[src/rtl/l1_trig_pkg.sv]
// Shared types and helpers for the L1 trigger event builder.
package l1_trig_pkg;

  typedef enum logic [1:0] {
    IDLE,
    WINDOW,
    EMIT,
    HOLDOFF
  } evb_state_t;

  // Marks the header word of an event; beam words carry 0 in bit 31.
  localparam logic HDR_FLAG = 1'b1;

  // Each beam word carries 31 beam bits below the flag bit.
  localparam int BEAM_BITS = 31;

  // Number of beam words needed to carry nbeams trigger bits.
  function automatic int nwords(input int nbeams);
    return (nbeams + BEAM_BITS - 1) / BEAM_BITS;
  endfunction

endpackage

[src/rtl/trig_word_fifo.sv]
// First-word-fall-through FIFO of 32-bit trigger words with an occupancy count.
// The head word reads as zero while the FIFO is empty.
module trig_word_fifo #(
  parameter int DEPTH = 64
) (
  input  logic                   clk,
  input  logic                   rst,
  input  logic                   flush,
  input  logic                   push,
  input  logic [31:0]            wdata,
  input  logic                   pop,
  output logic [31:0]            rdata,
  output logic                   valid,
  output logic [$clog2(DEPTH):0] count
);

  localparam int AW = $clog2(DEPTH);

  logic [31:0]   mem [DEPTH];
  logic [AW-1:0] rd_ptr;
  logic [AW-1:0] wr_ptr;
  logic [AW:0]   used;
  logic          full;
  logic          do_push;
  logic          do_pop;

  assign valid   = (used != '0);
  assign full    = (used == (AW+1)'(DEPTH));
  assign do_pop  = pop && valid;
  assign do_push = push && (!full || do_pop);
  assign rdata   = valid ? mem[rd_ptr] : '0;
  assign count   = used;

  // Pointer and occupancy bookkeeping; reset and flush both empty the FIFO.
  always_ff @(posedge clk) begin
    if (rst || flush) begin
      rd_ptr <= '0;
      wr_ptr <= '0;
      used   <= '0;
    end else begin
      if (do_push) wr_ptr <= wr_ptr + AW'(1);
      if (do_pop)  rd_ptr <= rd_ptr + AW'(1);
      case ({do_push, do_pop})
        2'b10:   used <= used + (AW+1)'(1);
        2'b01:   used <= used - (AW+1)'(1);
        default: used <= used;
      endcase
    end
  end

  // Storage array; a word written while a flush is pending is discarded.
  always_ff @(posedge clk) begin
    if (do_push && !rst && !flush) mem[wr_ptr] <= wdata;
  end

endmodule

[src/rtl/l1_trigger_event_builder.sv]
// Collects masked beam triggers over a coincidence window, timestamps the event
// and streams it out as a header word followed by beam words over AXI4-Stream.
module l1_trigger_event_builder
  import l1_trig_pkg::*;
#(
  parameter int NBEAMS       = 48,
  parameter int WINDOW       = 4,
  parameter int HOLDOFF_BITS = 16,
  parameter int FIFO_DEPTH   = 64
) (
  input  logic                    ifclk,
  input  logic                    ifclk_rst_i,
  input  logic                    runrst_i,
  input  logic                    runstop_i,
  input  logic [NBEAMS-1:0]       trig_i,
  input  logic [NBEAMS-1:0]       beam_mask_i,
  input  logic [HOLDOFF_BITS-1:0] holdoff_i,
  output logic [31:0]             m_trig_tdata,
  output logic                    m_trig_tvalid,
  input  logic                    m_trig_tready,
  output logic                    running_o,
  output logic [31:0]             event_count_o,
  output logic [15:0]             drop_count_o
);

  localparam int NWORDS = nwords(NBEAMS);
  localparam int CW     = $clog2(FIFO_DEPTH) + 1;
  localparam int WCW    = $clog2(WINDOW + 1);
  localparam int IW     = $clog2(NWORDS + 1);

  localparam logic [CW-1:0] DEPTH_C = CW'(FIFO_DEPTH);
  localparam logic [CW-1:0] NEED_C  = CW'(1 + NWORDS);

  evb_state_t              state;
  logic [31:0]             ts;
  logic [30:0]             ts_lat;
  logic [NBEAMS-1:0]       acc;
  logic [WCW-1:0]          win_cnt;
  logic [IW-1:0]           widx;
  logic [HOLDOFF_BITS-1:0] ho_cnt;
  logic                    running;
  logic [31:0]             event_count;
  logic [15:0]             drop_count;

  logic [NBEAMS-1:0]       masked;
  logic                    hit;
  logic                    has_space;
  logic [CW-1:0]           fifo_count;
  logic                    fifo_push;
  logic                    fifo_pop;
  logic [31:0]             word;
  logic [31*NWORDS-1:0]    acc_pad;
  logic [30:0]             beam_sel;

  assign masked    = trig_i & ~beam_mask_i;
  assign hit       = |masked;
  assign has_space = (DEPTH_C - fifo_count) >= NEED_C;
  assign fifo_push = (state == EMIT);
  assign fifo_pop  = m_trig_tvalid && m_trig_tready && !ifclk_rst_i && !runrst_i;

  assign running_o     = running;
  assign event_count_o = event_count;
  assign drop_count_o  = drop_count;

  // Selects the word being emitted: header with timestamp, then 31-bit beam slices.
  always_comb begin
    acc_pad = '0;
    acc_pad[NBEAMS-1:0] = acc;
    beam_sel = '0;
    for (int k = 0; k < NWORDS; k++) begin
      if (widx == IW'(k + 1)) beam_sel = acc_pad[31*k +: 31];
    end
    word = (widx == '0) ? {HDR_FLAG, ts_lat} : {1'b0, beam_sel};
  end

  // Run control, timestamp, counters and the event FSM in one registered process.
  always_ff @(posedge ifclk) begin
    if (ifclk_rst_i || runrst_i) begin
      state       <= IDLE;
      ts          <= '0;
      ts_lat      <= '0;
      acc         <= '0;
      win_cnt     <= '0;
      widx        <= '0;
      ho_cnt      <= '0;
      event_count <= '0;
      drop_count  <= '0;
      running     <= ifclk_rst_i ? 1'b0 : !runstop_i;
    end else begin
      ts <= ts + 32'd1;
      if (runstop_i) running <= 1'b0;
      case (state)
        IDLE: begin
          if (running && hit) begin
            ts_lat  <= ts[30:0];
            acc     <= masked;
            win_cnt <= WCW'(1);
            widx    <= '0;
            if (WINDOW == 1) begin
              if (has_space) begin
                state <= EMIT;
              end else begin
                if (drop_count != 16'hFFFF) drop_count <= drop_count + 16'd1;
                if (holdoff_i == '0) state <= IDLE;
                else begin
                  state  <= HOLDOFF;
                  ho_cnt <= holdoff_i;
                end
              end
            end else begin
              state <= l1_trig_pkg::WINDOW;
            end
          end
        end
        l1_trig_pkg::WINDOW: begin
          acc     <= acc | masked;
          win_cnt <= win_cnt + WCW'(1);
          if (win_cnt == WCW'(WINDOW - 1)) begin
            if (has_space) begin
              state <= EMIT;
            end else begin
              if (drop_count != 16'hFFFF) drop_count <= drop_count + 16'd1;
              if (holdoff_i == '0) state <= IDLE;
              else begin
                state  <= HOLDOFF;
                ho_cnt <= holdoff_i;
              end
            end
          end
        end
        EMIT: begin
          widx <= widx + IW'(1);
          if (widx == IW'(NWORDS)) begin
            event_count <= event_count + 32'd1;
            if (holdoff_i == '0) state <= IDLE;
            else begin
              state  <= HOLDOFF;
              ho_cnt <= holdoff_i;
            end
          end
        end
        HOLDOFF: begin
          if (ho_cnt == HOLDOFF_BITS'(1)) state <= IDLE;
          else ho_cnt <= ho_cnt - HOLDOFF_BITS'(1);
        end
        default: state <= IDLE;
      endcase
    end
  end

  trig_word_fifo #(
    .DEPTH (FIFO_DEPTH)
  ) u_fifo (
    .clk   (ifclk),
    .rst   (ifclk_rst_i),
    .flush (runrst_i),
    .push  (fifo_push),
    .wdata (word),
    .pop   (fifo_pop),
    .rdata (m_trig_tdata),
    .valid (m_trig_tvalid),
    .count (fifo_count)
  );

endmodule

[config.mk]
export PLATFORM = sky130hd
export DESIGN_NAME = l1_trigger_event_builder
export DESIGN_NICKNAME = d
export VERILOG_FILES = /design/src/rtl/l1_trig_pkg.sv /design/src/rtl/trig_word_fifo.sv /design/src/rtl/l1_trigger_event_builder.sv
export SDC_FILE = /design/constraint.sdc
export NUM_CORES = 2
export LEC_CHECK = 0
export BUFFER_PORTS_ARGS = -buffer_cell sky130_fd_sc_hd__buf_2
export CORE_UTILIZATION = 50
export DETAILED_ROUTE_END_ITERATION = 8
export PLACE_DENSITY = 0.64
export SYNTH_ARGS = -nofsm -noshare
export SYNTH_HDL_FRONTEND = slang
export SYNTH_SLANG_ARGS = --single-unit
export TNS_END_PERCENT = 5
[constraint.sdc]
create_clock -name ifclk -period 5.9 [get_ports ifclk]
set_input_delay 1.18 -clock ifclk [delete_from_list [all_inputs] [get_ports ifclk]]
set_output_delay 1.18 -clock ifclk [all_outputs]
set_load 0.03 [all_outputs]
=== Word level (Yosys, flattened, before mapping) ===
Memory sizes are Yosys's and may differ from the RTL's. A register that Yosys moved wholly into a read port is not among the register bits.
Cells that the tools add are included.

* Order comparisons: 1
* Mux-type cells: 31
* Equality and inequality tests: 17
* Bitwise logic cells: 4
* Reduce and logical (&&, ||, !) cells: 31
* Add/subtract/negate cells: 11

{| class="wikitable"
|+ Operator list
! operator !! count
|-
| 48-bit case mux with 2 select lines || 1
|-
| 16-bit two-way mux || 5
|-
| 32-bit by 1-bit adder with 32-bit output (second input constant) || 2
|-
| 32-bit two-way mux || 2
|-
| 31-bit two-way mux || 2
|-
| 48-bit AND || 1
|-
| 48-bit two-way mux || 1
|-
| 48-bit inverter || 1
|-
| 48-bit OR || 1
|-
| 16-bit case mux with 3 select lines || 1
|-
| 48-bit OR reduction || 1
|-
| 16-bit by 1-bit adder with 16-bit output (second input constant) || 1
|-
| 16-bit by 1-bit equality test with 1-bit output (second input constant) || 1
|-
| 16-bit logical NOT || 1
|-
| 16-bit != test (second input constant) || 1
|-
| 16-bit by 1-bit subtractor with 16-bit output (second input constant) || 1
|-
| 2-bit two-way mux || 7
|-
| 7-bit case mux with 2 select lines || 1
|-
| 6-bit by 1-bit adder with 6-bit output (second input constant) || 2
|-
| 6-bit two-way mux || 2
|-
| 2-bit != test (second input constant) || 6
|-
| 2-bit equality test (second input constant) || 4
|-
| 1-bit logical AND || 8
|-
| 2-bit case mux with 4 select lines || 1
|-
| 23 further kinds || 41
|}

* RAM bits: 2048
* Memories: 1
* Input bits: 117
* Output and inout bits: 82
* Bits in registers: 202
* Word-level logic and storage cells: 109

{| class="wikitable"
|+ Memories
! name !! words !! bits a word !! rd ports !! clocked after memory_dff !! write ports !! RTL line !! RTL
|-
| u_fifo.mem || 64 || 32 || 1 || 1 || 1 || trig_word_fifo.sv:19 || <nowiki>logic [31:0] mem [DEPTH];</nowiki>
|}

=== Depth between registers and ports, before layout ===
* Depth in word-level cells: 11
* Depth in mapped cells: 14
* Mapped depth without buffers: 13

=== Cells and area by module ===
From an unflattened synthesis, not the netlist that was laid out.

* Cells, all modules: 4441
* Area, all modules: 88369.8 um2

{| class="wikitable"
|+ By module, submodules not included
! module !! seq. area each (um2) !! times used !! cells an instance !! area an instance (um2)
|-
| trig_word_fifo || 61999.5 || 1 || 3468 || 79767.8
|-
| l1_trigger_event_builder || 3653.5 || 1 || 973 || 8602.0
|}

=== Worst setup path after synthesis ===
No wires, ideal clock.

* Path type: flip-flop to flip-flop
* Start point: reg widx[0]
* End point: mem u_fifo.mem[0][14] (data pin)
* Required time: 5.198 ns
* Setup slack: 1.088 ns
* Arrival time: 4.110 ns
* Clock period less this slack: 4.812 ns
* Cell stages (with the launch flop): 6
* Buffers on the path: 2
* Path through: dfxtp_1 inv_1 ha_1 clkbuf_1 clkbuf_1 o21ai_0

* Word-level cells in the longest chain between the ends: 4
* Elaborated cells on any way between the ends: 6

{| class="wikitable"
|+ RTL lines
! element !! RTL line !! RTL
|-
| start: declaration || l1_trigger_event_builder.sv:39 || <nowiki>logic [IW-1:0] widx;</nowiki>
|-
| start signal: assignment || l1_trigger_event_builder.sv:132 || <nowiki>widx <= widx + IW'(1);</nowiki>
|-
| 2-bit by 1-bit equality test with 1-bit output || l1_trigger_event_builder.sv:71 || <nowiki>if (widx == IW'(k + 1)) beam_sel = acc_pad[31*k +: 31];</nowiki>
|-
| 31-bit two-way mux (2 in a row) || l1_trigger_event_builder.sv:71 ||
|-
| 32-bit two-way mux * || l1_trigger_event_builder.sv:73 || <nowiki>word = (widx == '0) ? {HDR_FLAG, ts_lat} : {1'b0, beam_sel};</nowiki>
|-
| net u_fifo.wdata[14] || trig_word_fifo.sv:10 || <nowiki>input logic [31:0] wdata,</nowiki>
|-
| end: declaration || trig_word_fifo.sv:19 ||
|}

The timed path passes the listed nets; every way through them passes the cells marked *.

==> metrics.log <==
[metrics] sort of element at the end of the critical path: primary output
[metrics] IR drop worst, VDD: 297 µV
[metrics] Root Buffer Master: clkbuf_16
[metrics] number of setup buffers added after CTS: 0
[metrics] final number of hold-violating endpoints: 0
[metrics] maximum number of pins on one net before global-route repair: 84
[metrics] GPL Wtd Cong: slightly above 0.8
[metrics] post-route minimum period: around 5.5 ns
[metrics] synth unique cells: 87
[metrics] mapped cell area: 88100 µm²
[metrics] Leak: between 30 and 40 nW
[metrics] utilization of the core after routing: between 50% and 60%
[metrics] most used routing layer in global routing: met2
[metrics] number of global-route vias before repair: ~46000
[metrics] share of final-layout standard cells stronger than drive strength 1: between 20% and 30%
[metrics] number of DRC markers in iteration 0: ~5300
[metrics] Gates resized, CTS repair: 0
[metrics] overall die height: 422 µm
[metrics] status: complete, no violations
[metrics] number of I/O pins: 199
[metrics] drt via density: 6.19
[metrics] unrepaired setup endpoints after global routing: no
[metrics] number of buffer cells added on primary ports: 198
[metrics] first-pass GRT wire length: between 300000 and 400000 µm
[metrics] number of nets produced by synthesis: 4582
[metrics] DIE AREA: 178000 µm²
[metrics] overall global routing resource usage: 25.5%
[metrics] endpoint required time on the critical path: 4.72 ns
[metrics] Clock Pin Slew Worst Setup and Hold Paths: around 0.060 ns
[metrics] leading register cell type out of synthesis: edfxtp_1
[metrics] synthesized instance count: 4445
[metrics] count of state elements after synthesis: ~2300
[metrics] clock tree from TritonCTS: yes
[metrics] layout overhead on the synthesized area: 14.6%
[metrics] TritonCTS Sinks: 2255
[metrics] # DRC: 0
[metrics] DP Wirelength: 133000 µm
[metrics] worst hold-check path type: flop to flop
[metrics] met3 usage: 5.32%
[metrics] sequential cell area fraction in the yosys report: 74.5%
[metrics] synthesized area per cell: 19.8 µm²
[metrics] Post-DRT Antenna Nets: 0
[metrics] 1st-pass router iterations: 6
[metrics] power per cell area: 312 nW/µm²
[metrics] later-pin clock latency in the skew report: between 0.8 and 0.9 ns
[metrics] slew at the pin closest to its max-slew limit: 1.28 ns
[metrics] post-synth top area share: a little over two thirds
[metrics] kind of start point of the critical path: flop
[metrics] met2 global-route usage: 39.9%
[metrics] row count: ~150
[metrics] initial standard-cell utilization of the core: 50.5%
[metrics] library cell occupying the most area in the post-synthesis netlist: edfxtp_1
[metrics] Vias: 45500
[metrics] beginning of the worst register-to-register path: u_fifo.count[0]
[metrics] ys async rst share: 0%
[metrics] Finish-stage setup viols: 0
[metrics] total routed wirelength: around 230000 µm
[metrics] aggregate global routing overflow: 0
[metrics] final setup skew: 0.0322 ns
[metrics] Final Power: 31.5 mW
[metrics] relative slew slack: 14.9%
[metrics] Routed wire per std cell: just over 30 µm
[metrics] maximum capacitance violations: 0
[metrics] count of flip-flops with a built-in enable after synthesis: 2049
[metrics] worst setup path category: flop to primary output
[metrics] final period utilization: 93.0%
[metrics] maximum level of the CTS H-tree: 4
[metrics] Inserted Clock Buffers: 220
[metrics] standard cell core area: approximately 170000 µm²
[metrics] maximum fanout along the worst path: 39
[metrics] leading cell types by total area after synthesis: edfxtp_1 70%, mux4_2 15%, dfxtp_1 4.7%
[metrics] sum of negative setup slack: 0 ns
[metrics] critical path data arrival time: 4.31 ns
[metrics] grt met1 use: a little over a third
[metrics] overall die width: 422 µm
[metrics] achievable clock frequency: 182 MHz
[metrics] hold path start: ts_lat[7]
[metrics] number of buffers added to fix hold violations after cts: 0
[metrics] NumNets Final: 4964
[metrics] number of buffers on the longest clock path: 3
[metrics] count of yosys warnings during synthesis: 0
[metrics] Max Transition Viols Final: 0
[metrics] antenna violations before repair: 3
==> flip-flops by register name (all words and copies together) (netlist names), named ones only <==
name           flops
ts_lat            31
ts                31
u_fifo.rd_ptr      6
win_cnt            3
widx               2
event_count_o     32
u_fifo.count       7
ho_cnt            16
drop_count_o      16
u_fifo.wr_ptr      6
running_o          1
acc               48
state              2
u_fifo.mem      2048
==> metrics by stage <==
step                hold WS (ns)  worst slack [ns]  cell area [µm²]  instances
detailed placement         0.442              1.23            93700       6930
finish                     0.448             0.414           101000       7340
CTS                        0.450             0.299           101000       7339
floorplan                  0.426              1.09            88100       4445
global route               0.470             0.294           101000       7339
global placement           0.436              1.24            93700       6930
==> path summary, 6_finish.rpt <==
| check | slack, ns | to | cells past startpoint |
|---|---|---|---|
| worst max-delay path | 0.41 | m_trig_tdata[10] | 6 |
| worst min register to register | 0.45 | ts_lat[7] | 2 |
| worst max register to register | 2.06 | u_fifo.mem[56][14] | 10 |
| worst min-delay path | 0.45 | ts_lat[7] | 2 |
==> cells in the mapped netlist (19+ instances only) <==
| master | number |
|---|---|
| a211oi_1 | 36 |
| a21oi_1 | 98 |
| a22o_1 | 62 |
| a31oi_1 | 21 |
| buf_1 | 30 |
| buf_2 | 65 |
| buf_4 | 43 |
| clkbuf_1 | 98 |
| dfxtp_1 | 206 |
| edfxtp_1 | 2049 |
| ha_1 | 19 |
| inv_1 | 25 |
| mux2i_1 | 80 |
| mux4_2 | 577 |
| nand2_1 | 176 |
| nand3_1 | 84 |
| nand4_1 | 28 |
| nor2_1 | 223 |
| nor2b_1 | 80 |
| nor3_1 | 27 |
| nor4_1 | 20 |
| o21ai_0 | 46 |
| o21ai_1 | 55 |
| or3_1 | 20 |
| xnor2_1 | 27 |
| xor2_1 | 41 |
==> power by group <==
group / internal [mW] / switching [mW] / leakage [nW]
logic: 0.0753 / 0.139 / 7.52
clock network: 8.05 / 6.09 / 3.54
registers: 17.2 / 0.00863 / 24.4
==> metal layers <==
metal  share of wire (%)  wire length [µm]
met1                  40             91300
met2                  47            107000
met3                 8.6             19400
met4                 3.5              7920
met5               0.054               122
==> cells by family after synthesis <==
group                    Yosys count  synth area share, %
multiplexers                     667                 15.8
AO/OA/AOI/OAI                    439                 3.35
adder cells (fa/ha/maj)           20                0.292
buffers and inverters            271                 1.47
AND/OR/NAND/NOR                  725                 3.94
flip-flops                      2255                 74.5
XOR/XNOR                          68                0.676
==> cells in the final DEF (no fill, tap or decap), types with 28 or more instances in the layout <==
| cell | count |
|---|---|
| clkinv_2 | 37 |
| buf_2 | 198 |
| clkbuf_1 | 48 |
| buf_4 | 161 |
| a22o_1 | 48 |
| a211oi_1 | 36 |
| nand2_1 | 176 |
| mux2i_1 | 80 |
| clkinv_1 | 52 |
| nor2_4 | 66 |
| clkbuf_16 | 221 |
| nand4_1 | 28 |
| xor2_1 | 41 |
| nor2b_1 | 80 |
| o21ai_1 | 55 |
| nand3_1 | 84 |
| o21ai_0 | 29 |
| nor2_1 | 156 |
| a21oi_1 | 97 |
| dfxtp_1 | 201 |
| edfxtp_1 | 2049 |
| buf_12 | 43 |
| mux4_2 | 577 |
==> worst max-delay path: stages, from the launching register on <==
cell and delay (ns):
dfxtp_4 0.87, buf_4 0.54, mux4_2 0.39, mux4_2 0.50, o211ai_1 0.69, nor2_1 0.16, buf_2 0.23
==> area by class of cell <==
type	count	area, µm²
fill	12700	73400
sequential	2255	65700
multi-input combinational	1919	21900
clock buffer	272	5750
timing repair buffer	402	3060
tap	2325	2910
clock inverter	137	1580
inverter	29	114
antenna	1	2.50
Power figures use the tool's default switching activity.
